[config.mk]
export PLATFORM = sky130hd
export DESIGN_NAME = te_min_multiplier
export DESIGN_NICKNAME = d
export VERILOG_FILES = /design/src/rtl/te_min_multiplier.sv
export SDC_FILE = /design/constraint.sdc
export NUM_CORES = 1
export LEC_CHECK = 0
export CORE_MARGIN = 4
export CORE_UTILIZATION = 25
export CTS_CLUSTER_DIAMETER = 30
export DETAILED_ROUTE_END_ITERATION = 6
export SLEW_MARGIN = 10
export SYNTH_ARGS = -nofsm -noshare
export SYNTH_HDL_FRONTEND = slang
export SYNTH_SLANG_ARGS = --single-unit
[constraint.sdc]
create_clock -name clk -period 10.2 [get_ports clk]
set_input_delay 2.04 -clock clk [delete_from_list [all_inputs] [get_ports clk]]
set_output_delay 2.04 -clock clk [all_outputs]
set_load 0.01 [all_outputs]
[src/rtl/te_min_multiplier.sv]
// Per-channel pixel x coefficient multiply, saturate/truncate, then unsigned minimum across channels.
// Coefficients are double-buffered. The shadow bank is applied at the next accepted start-of-frame beat.
module te_min_multiplier #(
    parameter int CH     = 3,
    parameter int DATA_W = 8,
    parameter int FRAC_W = 16,
    parameter bit SAT_EN = 1'b1
) (
    input  logic                 clk,
    input  logic                 rst,
    input  logic                 in_valid,
    output logic                 in_ready,
    input  logic                 in_sof,
    input  logic [CH*DATA_W-1:0] pc,
    input  logic                 ac_inv_load,
    input  logic [CH*FRAC_W-1:0] ac_inv_in,
    output logic                 ac_pending,
    output logic                 out_valid,
    input  logic                 out_ready,
    output logic                 out_sof,
    output logic [FRAC_W-1:0]    product
);
    localparam int STAGES = 3;
    localparam int PW     = DATA_W + FRAC_W;

    logic [STAGES:1]              r_vld_pipe;
    logic [CH*FRAC_W-1:0]         r_shadow, r_active, w_coef;
    logic                         r_pending;
    logic                         w_en, w_acc, w_sof_acc;
    logic [CH*DATA_W-1:0]         r_s1_pc;
    logic [CH*FRAC_W-1:0]         r_s1_coef;
    logic                         r_s1_sof, r_s2_sof;
    logic [CH-1:0][PW-1:0]        w_mul, r_s2_prod;
    logic [CH-1:0][FRAC_W-1:0]    w_res;
    logic [FRAC_W-1:0]            w_min;
    logic [FRAC_W-1:0]            r_product;
    logic                         r_out_sof;

    assign w_en       = !r_vld_pipe[STAGES] || out_ready;
    assign in_ready   = w_en;
    assign w_acc      = in_valid && w_en;
    assign w_sof_acc  = w_acc && in_sof;
    assign ac_pending = r_pending;
    assign out_valid  = r_vld_pipe[STAGES];
    assign product    = r_product;
    assign out_sof    = r_out_sof;

    // A load coinciding with an accepted sof beat bypasses the shadow bank into that beat.
    always_comb begin
        w_coef = r_active;
        if (w_sof_acc) begin
            if (ac_inv_load)
                w_coef = ac_inv_in;
            else if (r_pending)
                w_coef = r_shadow;
        end
    end

    // Bank updates are independent of the pipeline enable.
    always_ff @(posedge clk or negedge rst) begin
        if (!rst) begin
            r_shadow  <= '1;
            r_active  <= '1;
            r_pending <= 1'b0;
        end else begin
            if (ac_inv_load)
                r_shadow <= ac_inv_in;
            if (w_sof_acc) begin
                r_active  <= w_coef;
                r_pending <= 1'b0;
            end else if (ac_inv_load) begin
                r_pending <= 1'b1;
            end
        end
    end

    genvar c;
    generate
        for (c = 0; c < CH; c++) begin : g_ch
            assign w_mul[c] = PW'(r_s1_pc[c*DATA_W +: DATA_W]) * PW'(r_s1_coef[c*FRAC_W +: FRAC_W]);
            if (SAT_EN) begin : g_sat
                assign w_res[c] = (|r_s2_prod[c][PW-1:FRAC_W]) ? {FRAC_W{1'b1}}
                                                               : r_s2_prod[c][FRAC_W-1:0];
            end else begin : g_trunc
                assign w_res[c] = r_s2_prod[c][FRAC_W-1:0];
            end
        end

        if (CH == 1) begin : g_bypass
            assign w_min = w_res[0];
        end else begin : g_min
            always_comb begin
                w_min = w_res[0];
                for (int k = 1; k < CH; k++)
                    if (w_res[k] < w_min)
                        w_min = w_res[k];
            end
        end
    endgenerate

    always_ff @(posedge clk or negedge rst) begin
        if (!rst) begin
            r_vld_pipe <= '0;
            r_s1_pc    <= '0;
            r_s1_coef  <= '0;
            r_s1_sof   <= 1'b0;
            r_s2_prod  <= '0;
            r_s2_sof   <= 1'b0;
            r_product  <= '0;
            r_out_sof  <= 1'b0;
        end else if (w_en) begin
            r_vld_pipe <= {r_vld_pipe[STAGES-1:1], in_valid};
            r_s1_pc    <= pc;
            r_s1_coef  <= w_coef;
            r_s1_sof   <= in_sof;
            r_s2_prod  <= w_mul;
            r_s2_sof   <= r_s1_sof;
            r_product  <= w_min;
            r_out_sof  <= r_s2_sof;
        end
    end
endmodule

# Yosys cells after proc, flatten, opt, wreduce, memory -nomap -nowiden
# Cells that the tools add are included.
# word_totals
register_bits	263
word_cells	36
# classes
mux	10
multipliers	3
order_cmp	2
n_reduce_logical	8
# op_table
op	count
$mux W48	3
$mux W16	5
$mul A8 B16 Y24	3
$lt A16 B16 Y1	2
$reduce_or A8 Y1	3
$logic_and A1 B1 Y1	2
$mux W1	2
$reduce_bool A2 Y1	1
$logic_not A1 Y1	1
$logic_or A1 B1 Y1	1

# Logic depth before layout (Yosys ltp)
# Gate-level depths: netlist of the first run.
# logic_depth
depth_word	6
mapped_depth	23
mapped_depth_nobuf	19

# Worst setup path after synthesis of the first run
# Ideal clock, no wire load.
# synth_path
path_kind	input -> output
from	in out_ready
to	out in_ready
path_slack_ns	5.278
cell_stages	5
arrival_time_ns	2.882
path_cell_list	nor2b_1 clkbuf_1 clkinv_1 clkbuf_1 buf_1
# synth_via
elab_chain_len	1
# synth_rtl
element	line	text
from (decl)	19	input logic out_ready,
$logic_or A1 B1 Y1	39	assign w_en = !r_vld_pipe[STAGES] || out_ready;
to (decl)	12	output logic in_ready,
# No other way between the ends.

# Final worst setup path of the first run
# Ends and elaborated chain as after synthesis.

==> impl_metrics.csv, run 1 <==
group,metric,value,unit
run_status,status,"finished, final reports clean",
cells_and_area,drive_above_1_share,13.5,%
routing,wl_per_cell,14.4,microns
synth,netlist-cell-type-count,68,
synth,synth-seq-cells,263,
setup_path,arrival,3990,ps
synth,synth_top_area_share,22.0,%
synth,syn_area,0.0229,sq mm
flow_run,drv_cap,0,
routing,drt_iter0_drc,680,
sta,tightest_slew,1030,ps
clock_network,clk_pin_slew,50,ps
hold_path,hold_class,"flip-flop to flip-flop",
clock_network,hold_buffers,0,
floorplanning,fp.dieH,311,microns
placement,gp_congestion,0.787,
sta,relSlewSlack,31.5,%
global_route,grt_pass1_wl,90.8,mm
routing,drc_errors,0,
floorplanning,ios,98,
cells_and_area,area_growth,16.8,%
synth,async_flop_share,100,%
placement,port_buffers,97,
clock_network,numCtsBuffers,50,
cells_and_area,fillers,9401,
floorplanning,initial_core_util,25.3,%
placement,dpl_cell_area,0.0251,sq mm
cells_and_area,final_area,0.0268,sq mm
synth,synthFlopType,"dfrtp_1",
synth,seq_area_frac_synth,29.2,%
routing,wl,52.7,mm
synth,synth_edf_count,0,
clock_network,cts_setup_buffers,0,
routing,viasPerCell,4.39,
clock_network,cts_tree,"yes",
floorplanning,fp.coreArea,0.0906,sq mm
sta,finClkSkew,34.5,ps
synth,syn-num-nets,2869,
setup_path,criticalPathCategory,"input port to output port",
sta,maxSlewViolCount,0,
routing,firstDrtPassIters,5,
setup_path,critPathLaunchType,"input port",
sta,hold_viol_final,0,
clock_network,root_buffer,"clkbuf_16",
sta,setup_viol,0,
setup_path,path_max_fanout,57,
global_route,grt_start_max_net_pins,156,
synth,syn_inst,2377,
global_route,grtUsageTotal,11.2,%
sta,period_minus_slack,6030,ps
cells_and_area,nets,2930,
clock_network,cts-resized-gates,0,
sta,rsz0062_at_grt,"false",
clock_network,cts_max_level,2,
floorplanning,die_w,311,microns
sta,fmax,166,MHz
global_route,grt_pass1_vias,17600,
global_route,antenna_found_initial,5,
placement,dp_hpwl,39.3,mm
synth,synth_area_leader_cell,"fa_1",
sta,finalSetupTns,0,ps
synth,yosys_warnings,0,
setup_path,cp.required,8160,ps
floorplanning,rows,110,
synth,syn_area_per_cell,9.65,sq um
clock_network,clock_path_buffers,3,
setup_path,end_kind,"output port",
routing,num_vias,16100,
sta,fin_crit_sh,59.1,%
global_route,grt_overflow,0,
synth,synthTopCellsByArea,"fa_1 22%, dfrtp_1 18%, dfstp_2 11%, ha_1 8.8%, nand2_1 7.3%",
floorplanning,fp.dieArea,0.0967,sq mm
routing,drtAntennaViolNets,0,
clock_network,clock_sinks,263,
clock_network,clkLatencyLatePin,580,ps
-- registers in the layout, summed over array words and instances, names as in the netlist --
register,flops
r_vld_pipe,3
r_s1_coef,48
r_s1_sof,1
product,16
ac_pending,1
r_shadow,48
r_s2_sof,1
r_s2_prod,72
r_s1_pc,24
r_active,48
out_sof,1
-- final cells by class --
cell class / instances / area [sq um] / share of cell area [%]
diodes: 1 / 2.50 / 0.00933
clock buffers: 56 / 1280 / 4.79
clock inverters: 37 / 434 / 1.62
inverters: 257 / 970 / 3.62
multi-input cells: 1763 / 14900 / 55.6
flip-flops and latches: 263 / 6700 / 25.0
well taps: 1176 / 1470 / 5.49
repair buffers: 103 / 1040 / 3.88
-- per-stage QoR --
| stage | worst slack [ps] | util, % | std cells | hold WS [ps] |
|---|---|---|---|---|
| floorplan | 5280 | - | 2377 | 430 |
| global placement | 4150 | 27.7 | 3562 | 448 |
| detailed placement | 4100 | 27.7 | 3562 | 451 |
| CTS | 4090 | 29.6 | 3655 | 463 |
| global route | 3800 | 29.6 | 3655 | 488 |
| finish | 4170 | 29.6 | 3656 | 461 |
-- cell usage in the layout (no fill, tap or decap), types with 24 or more instances in the layout --
master / n
nand3_1: 24
dfstp_2: 96
nand2_1: 446
and2_1: 265
clkdlybuf4s50_1: 95
dfrtp_1: 167
clkbuf_16: 50
a21o_1: 28
inv_1: 256
mux2_2: 100
ha_1: 162
fa_1: 252
a21oi_1: 70
nor2_1: 104
o21ai_0: 43
xor2_1: 26
-- critical path, stage by stage --
cell and delay, ps:
clkdlybuf4s50_1 440, nor2b_4 510, inv_6 310, clkdlybuf4s50_1 610
-- kinds of logic (layout without fill, tap and decap cells) --
| group | Yosys count | in the layout | share of synthesized area [%] |
|---|---|---|---|
| compound gates | 255 | 255 | 7.30 |
| xor+xnor | 41 | 41 | 1.56 |
| fa+ha+maj | 414 | 414 | 30.8 |
| buf+inv | 351 | 453 | 5.89 |
| flops | 263 | 263 | 29.2 |
| mux | 110 | 110 | 5.56 |
| other cells | 0 | 1 | 0 |
| simple gates | 943 | 943 | 19.7 |
-- cells in the mapped netlist (3+ instances only) --
cell	count
o21bai_1	3
a31oi_1	13
inv_1	256
or3_1	10
o31ai_1	22
a21o_1	28
buf_1	16
clkbuf_1	71
nand2b_1	9
nor2b_1	10
o2111ai_1	3
ha_1	162
nand4_1	5
nand3_1	24
nor3b_1	3
dfstp_2	96
xor2_1	26
nand2_1	446
nor2_1	104
mux2_2	100
a211oi_1	13
and3_1	7
or2_2	19
a31o_2	3
and2_1	265
a211o_1	4
nor4_1	8
buf_2	3
o41ai_1	4
nor3_1	23
a21boi_0	9
o21a_1	19
xnor2_1	15
o21ai_0	43
mux2_4	10
a21oi_1	70
fa_1	252
dfrtp_1	167
-- final timing paths --
| path | startpoint | endpoint | slack [ps] | cells after the start |
|---|---|---|---|---|
| min in group asynchronous | rst | r_s1_coef[39] | 1500 | 1 |
| max | out_ready | in_ready | 4170 | 4 |
| min | r_s2_prod[0] | r_s2_prod[0] | 460 | 2 |
| max reg2reg | r_s2_prod[45] | product[13] | 4210 | 18 |
| max in group asynchronous | rst | r_s1_pc[3] | 7260 | 2 |
| min reg2reg | r_s2_prod[0] | r_s2_prod[0] | 460 | 2 |
-- metal layers --
layer	GRT usage (%)	vias to the layer above	share of wire [%]
li1	-	7738	-
met1	14.9	8054	47
met2	19.0	197	47
met3	1.78	66	3.1
met4	2.97	8	1.9
met5	0	-	0.089
Power of run 1 is left out: the tool's default activity adds up to more than one toggle a clock period on the data nets, which glitch-free logic cannot reach.
==> run 2: changes to the inputs <==
==> constraint.sdc (replaced) <==
create_clock -name clk -period 5.4 [get_ports clk]
set_input_delay 1.08 -clock clk [delete_from_list [all_inputs] [get_ports clk]]
set_output_delay 1.08 -clock clk [all_outputs]
set_load 0.01 [all_outputs]
==> impl_metrics.csv, run 2 (same netlist as run 1, synthesis figures left out) <==
group,metric,value,unit
run_status,status,"finished, final reports clean",
clock_network,root_buffer,"clkbuf_16",
global_route,met3_usage,1.97,%
setup_path,reg2reg_depth,18,
clock_network,cts_setup_buffers,0,
cells_and_area,final_area,0.0271,sq mm
clock_network,cts_tree,"yes",
floorplanning,die_w,311,microns
floorplanning,rows,110,
global_route,grt_util_met1,14.8,%
clock_network,hold_buffers,0,
global_route,antenna_found_initial,6,
global_route,grt_pass1_vias,17300,
sta,maxSlewViolCount,0,
setup_path,timing.rr.start,"r_s1_pc[18]",
hold_path,whs_endpoint,"r_vld_pipe[1]",
routing,drtAntennaViolNets,0,
sta,finalSetupTns,0,ps
routing,num_vias,16200,
cells_and_area,largest_register,"r_s2_prod",
floorplanning,initial_core_util,25.3,%
global_route,grtUsageTotal,11.2,%
hold_path,min_from,"r_vld_pipe[1]",
setup_path,criticalPathCategory,"flip-flop to flip-flop",
setup_path,cp.required,5880,ps
sta,fin_hold_ws,463,ps
placement,port_buffers,97,
setup_path,r2r-end,"r_s2_prod[70]",
sta,hold_viol_final,0,
cells_and_area,largest_reg_flops,72,
sta,fmax,195,MHz
placement,dp_hpwl,40.3,mm
clock_network,clkLatencyLatePin,580,ps
sta,tightest_slew,864,ps
clock_network,numCtsBuffers,51,
global_route,grt_pass1_wl,90.5,mm
placement,gp_congestion,0.816,
routing,wl_per_cell,14.4,microns
flow_run,drv_cap,0,
setup_path,r2r_slack,270,ps
sta,finClkSkew,31.1,ps
clock_network,clock_sinks,263,
routing,drc_errors,0,
floorplanning,ios,98,
hold_path,min_path_cells,2,
global_route,grt_overflow,0,
cells_and_area,area_growth,18.3,%
clock_network,clk_pin_slew,50,ps
global_route,grtUsageMet2,19.0,%
floorplanning,fp.coreArea,0.0906,sq mm
sta,relSlewSlack,42.4,%
routing,viasPerCell,4.38,
setup_path,path_max_fanout,13,
placement,dpl_cell_area,0.0253,sq mm
sta,period_minus_slack,5130,ps
routing,wl,53.1,mm
clock_network,cts_max_level,2,
cells_and_area,drive_above_1_share,14.8,%
sta,fin_crit_sh,94.9,%
floorplanning,fp.dieH,311,microns
routing,firstDrtPassIters,5,
cells_and_area,nets,2960,
cells_and_area,layout_common_cells,"445 x nand2_1, 265 x and2_1, 256 x inv_1, 252 x fa_1, 166 x dfrtp_1",
global_route,grt-busiest-layer,"met2",
sta,setup_viol,0,
cells_and_area,mostFrequentLayoutCell,"nand2_1",
setup_path,critPathLaunchType,"flip-flop",
setup_path,end_kind,"flip-flop",
global_route,grt_start_max_net_pins,177,
routing,drt_iter0_drc,679,
floorplanning,fp.dieArea,0.0967,sq mm
clock_network,clock_path_buffers,3,
setup_path,arrival,5610,ps
hold_path,hold_class,"flip-flop to flip-flop",
==> run 2: critical path, stage by stage (launching register included) <==
cell and delay, ps:
dfrtp_2 500, and2_1 200, fa_1 550, inv_1 60, fa_1 530, inv_1 50, fa_1 470, inv_1 50
fa_1 480, inv_1 40, ha_1 320, nor3_1 80, or4b_2 650, o221ai_2 220, a21oi_1 130, a31oi_1 260
o41ai_1 110, xor2_1 140, o21ai_0 180
==> run 2: how the worst max path moves through the flow <==
stage / from / endpoint / slack, ps / cells after the start
2_1_floorplan: r_s1_pc[18] / r_s2_prod[64] / 530 / 17
3_3_place_gp: r_s2_prod[45] / product[0] / 30 / 20
3_5_place_dp: r_s2_prod[45] / product[0] / 10 / 20
4_1_cts: r_s2_prod[45] / product[0] / 70 / 20
5_1_grt: r_s2_prod[41] / product[0] / -2 / 21
6_report: r_s1_pc[18] / r_s2_prod[70] / 270 / 18
==> run 2: per-stage QoR <==
step	instances	worst slack, ps	utilization, %
global placement	3591	26.9	28.0
finish	3687	273	30.0
CTS	3685	66.5	29.9
detailed placement	3591	12.6	28.0
floorplan	2377	526	-
global route	3685	-1.72	30.0
==> run 2: repair_timing <==
item | 4_1_cts | 5_1_grt
pin swaps | 0 | 2
setup endpoints to repair | 5 | 23
gates cloned | 0 | 0
gates resized for setup | 1 | 9
==> run 2: per-layer routing <==
layer | part of all wire, % | vias to the layer above
met5 | 0.10 | -
met4 | 2.0 | 8
met3 | 3.7 | 69
met2 | 48 | 197
met1 | 46 | 8063
li1 | - | 7816
==> run 2: cell type report <==
type / instances / area [sq um]
fillers: 9414 / 63400
clock buffers: 61 / 1340
repair buffers: 132 / 1300
inverters: 257 / 970
flip-flops and latches: 263 / 6700
multi-input cells: 1763 / 15000
clock inverters: 33 / 390
diodes: 2 / 5.00
well taps: 1176 / 1470
Power of run 2 is left out for the same reason.
==> run 3: changes to the inputs <==
--- a/config.mk
+++ b/config.mk
@@ -5,6 +5,7 @@
 export SDC_FILE = /design/constraint.sdc
 export NUM_CORES = 1
 export LEC_CHECK = 0
+export ABC_AREA = 1
 export CORE_MARGIN = 4
 export CORE_UTILIZATION = 25
 export CTS_CLUSTER_DIAMETER = 30
==> impl_metrics.csv, run 3 <==
group,metric,value,unit
synth,syn_inst,3010,
sta,hold_viol_final,0,
sta,finClkSkew,27.4,ps
clock_network,root_buffer,"clkbuf_16",
setup_path,cp.required,5920,ps
clock_network,clk_pin_slew,50,ps
cells_and_area,largest_register,"r_s2_prod",
synth,synthTopCellsByArea,"fa_1 22%, dfrtp_1 18%, nand2_1 17%, dfstp_2 11%, inv_1 9.2%",
clock_network,clkLatencyLatePin,600,ps
global_route,grt_pass1_vias,18900,
sta,fin_crit_sh,91.9,%
routing,wl_per_cell,13.0,microns
flow_run,drv_cap,0,
hold_path,whs_endpoint,"r_s2_prod[42]",
setup_path,worstPathCellList,"buf_4 > nand2_1 > inv_1 > fa_1 > fa_1 > fa_1 > fa_1 > ha_1 > a21oi_1 > o21ai_1 > nand2_1 > o211ai_1 > a21oi_1 > o21ai_1 > inv_2 > o21ai_1 > inv_2 > o21ai_1 > a21oi_1 > o21bai_1 > or2_1 > nand3_1 > nand2_1",
cells_and_area,stdcell_count,4320,
sta,fin_hold_ws,475,ps
clock_network,cts_setup_buffers,0,
synth,yosys_warnings,0,
cells_and_area,utilization,29.9,%
synth,synthAdderAreaFrac,30.2,%
floorplanning,die_w,314,microns
setup_path,reg2reg_depth,23,
setup_path,slowest_delay,570,ps
sta,tightest_slew,975,ps
sta,rsz0062_at_grt,"false",
cells_and_area,mostFrequentLayoutCell,"nand2_1",
synth,syn_area,0.0234,sq mm
synth,syn_area_per_cell,7.78,sq um
placement,dp_hpwl,42.7,mm
setup_path,timing.rr.start,"r_s1_pc[2]",
synth,synthFlopType,"dfrtp_1",
placement,port_buffers,97,
synth,yosysMostFrequentCell,"nand2_1",
synth,synth_area_leader_cell,"fa_1",
hold_path,min_path_cells,2,
floorplanning,initial_core_util,25.4,%
placement,gp_congestion,0.823,
synth,netlist-cell-type-count,40,
synth,async_flop_share,100,%
routing,wl_met1,26.6,mm
floorplanning,fp.dieH,314,microns
clock_network,numCtsBuffers,54,
routing,num_vias,18100,
routing,wl_met2,26.5,mm
cells_and_area,drive_above_1_share,8.94,%
floorplanning,fp.dieArea,0.0986,sq mm
global_route,grt_pass1_wl,96.2,mm
clock_network,cts_tree,"yes",
routing,wl,56.2,mm
setup_path,r2r-end,"r_s2_prod[23]",
synth,yosys-top-cells-count,"1034 x nand2_1, 572 x inv_1, 252 x fa_1, 167 x dfrtp_1, 162 x ha_1",
global_route,grt_start_max_net_pins,171,
setup_path,arrival,5480,ps
placement,placedCellCount,4219,
routing,drc_errors,0,
setup_path,r2r_slack,440,ps
synth,synth-seq-cells,263,
cells_and_area,nets,3524,
floorplanning,rows,111,
synth,syn-num-nets,3502,
routing,viasPerCell,4.19,
cells_and_area,multi_input_area,0.0139,sq mm
global_route,grt_overflow,0,
cells_and_area,layout_common_cells,"1034 x nand2_1, 572 x inv_1, 252 x fa_1, 166 x dfrtp_1, 162 x ha_1",
cells_and_area,largest_reg_flops,72,
setup_path,path_max_fanout,10,
routing,maxUsedRoutingLayer,"met5",
synth,seq_area_frac_synth,28.6,%
floorplanning,fp.coreArea,0.0922,sq mm
routing,drtAntennaViolNets,0,
routing,firstDrtPassIters,5,
sta,period_minus_slack,4960,ps
hold_path,min_from,"r_s2_prod[42]",
global_route,grtUsageTotal,11.8,%
routing,wl_met3,2.01,mm
sta,fmax,202,MHz
synth,synth_top_family_by_area,"adder cells",
clock_network,cts_max_level,2,
clock_network,clock_path_buffers,3,
synth,synth_top_area_share,21.5,%
cells_and_area,area_growth,17.7,%
clock_network,hold_buffers,0,
cells_and_area,regArea,0.00670,sq mm
sta,setup_viol,0,
synth,synthXorXnorAreaFrac,0.748,%
floorplanning,ios,98,
cells_and_area,fillers,9861,
setup_path,critPathLaunchType,"flip-flop",
synth,synth-compound-area-share,6.17,%
synth,synthMuxAreaShare,0,%
sta,finalSetupTns,0,ps
run_status,status,"finished, final reports clean",
setup_path,cp_slowest_cell,"fa_1",
synth,synth_edf_count,0,
clock_network,clock_sinks,263,
sta,relSlewSlack,35.0,%
routing,drt_iter0_drc,994,
sta,maxSlewViolCount,0,
global_route,antenna_found_initial,2,
hold_path,hold_class,"flip-flop to flip-flop",
synth,synth-simple-area-share,22.2,%
setup_path,end_kind,"flip-flop",
setup_path,criticalPathCategory,"flip-flop to flip-flop",
==> run 3: what timing repair did <==
action | CTS | global route
endpoints found under the hold margin | 0 | 0
setup endpoints to repair | 0 | 1
gates resized for setup | 0 | 1
==> run 3: worst max path at each step <==
stage / from / endpoint / slack [ps] / depth (start not counted)
floorplan: r_s1_pc[2] / r_s2_prod[23] / 680 / 26
global placement: r_s1_pc[4] / r_s2_prod[23] / 430 / 24
detailed placement: r_s1_pc[11] / r_s2_prod[47] / 440 / 20
CTS: r_s1_pc[4] / r_s2_prod[23] / 410 / 24
global route: r_s1_pc[11] / r_s2_prod[47] / 40 / 20
finish: r_s1_pc[2] / r_s2_prod[23] / 440 / 23
==> run 3: critical path: cells and delay by family, from the launching register on <==
kind | cells | cell delay (ps)
compound gates | 9 | 1280
fa+ha+maj | 5 | 2350
buf+inv | 4 | 400
flops | 1 | 460
simple gates | 5 | 400
==> run 3: cell type report <==
type,count,share of cell area [%]
inverter,589,8.04
antenna,1,0.00908
multi-input combinational,1997,50.4
clock buffer,66,5.28
tap,1243,5.64
clock inverter,34,1.84
sequential,263,24.3
timing repair buffer,127,4.48
==> run 3: logic make-up after synthesis <==
group,Yosys count
AO/OA/AOI/OAI,258
XOR/XNOR,20
adder cells (fa/ha/maj),414
buffers and inverters,750
flip-flops,263
AND/OR/NAND/NOR,1305
==> run 3: per-layer routing <==
metal | vias up | GRT usage (%)
met1 | 8759 | 15.9
met3 | 65 | 1.81
li1 | 9056 | -
met2 | 232 | 19.9
met5 | - | 0
met4 | 2 | 3.12
==> run 3: through the flow <==
stage,area (sq um),worst slack (ps)
global route,27600,39.7
floorplan,23400,681
detailed placement,25600,440
global placement,25600,430
CTS,27600,411
finish,27600,440
Power of run 3 is left out for the same reason.
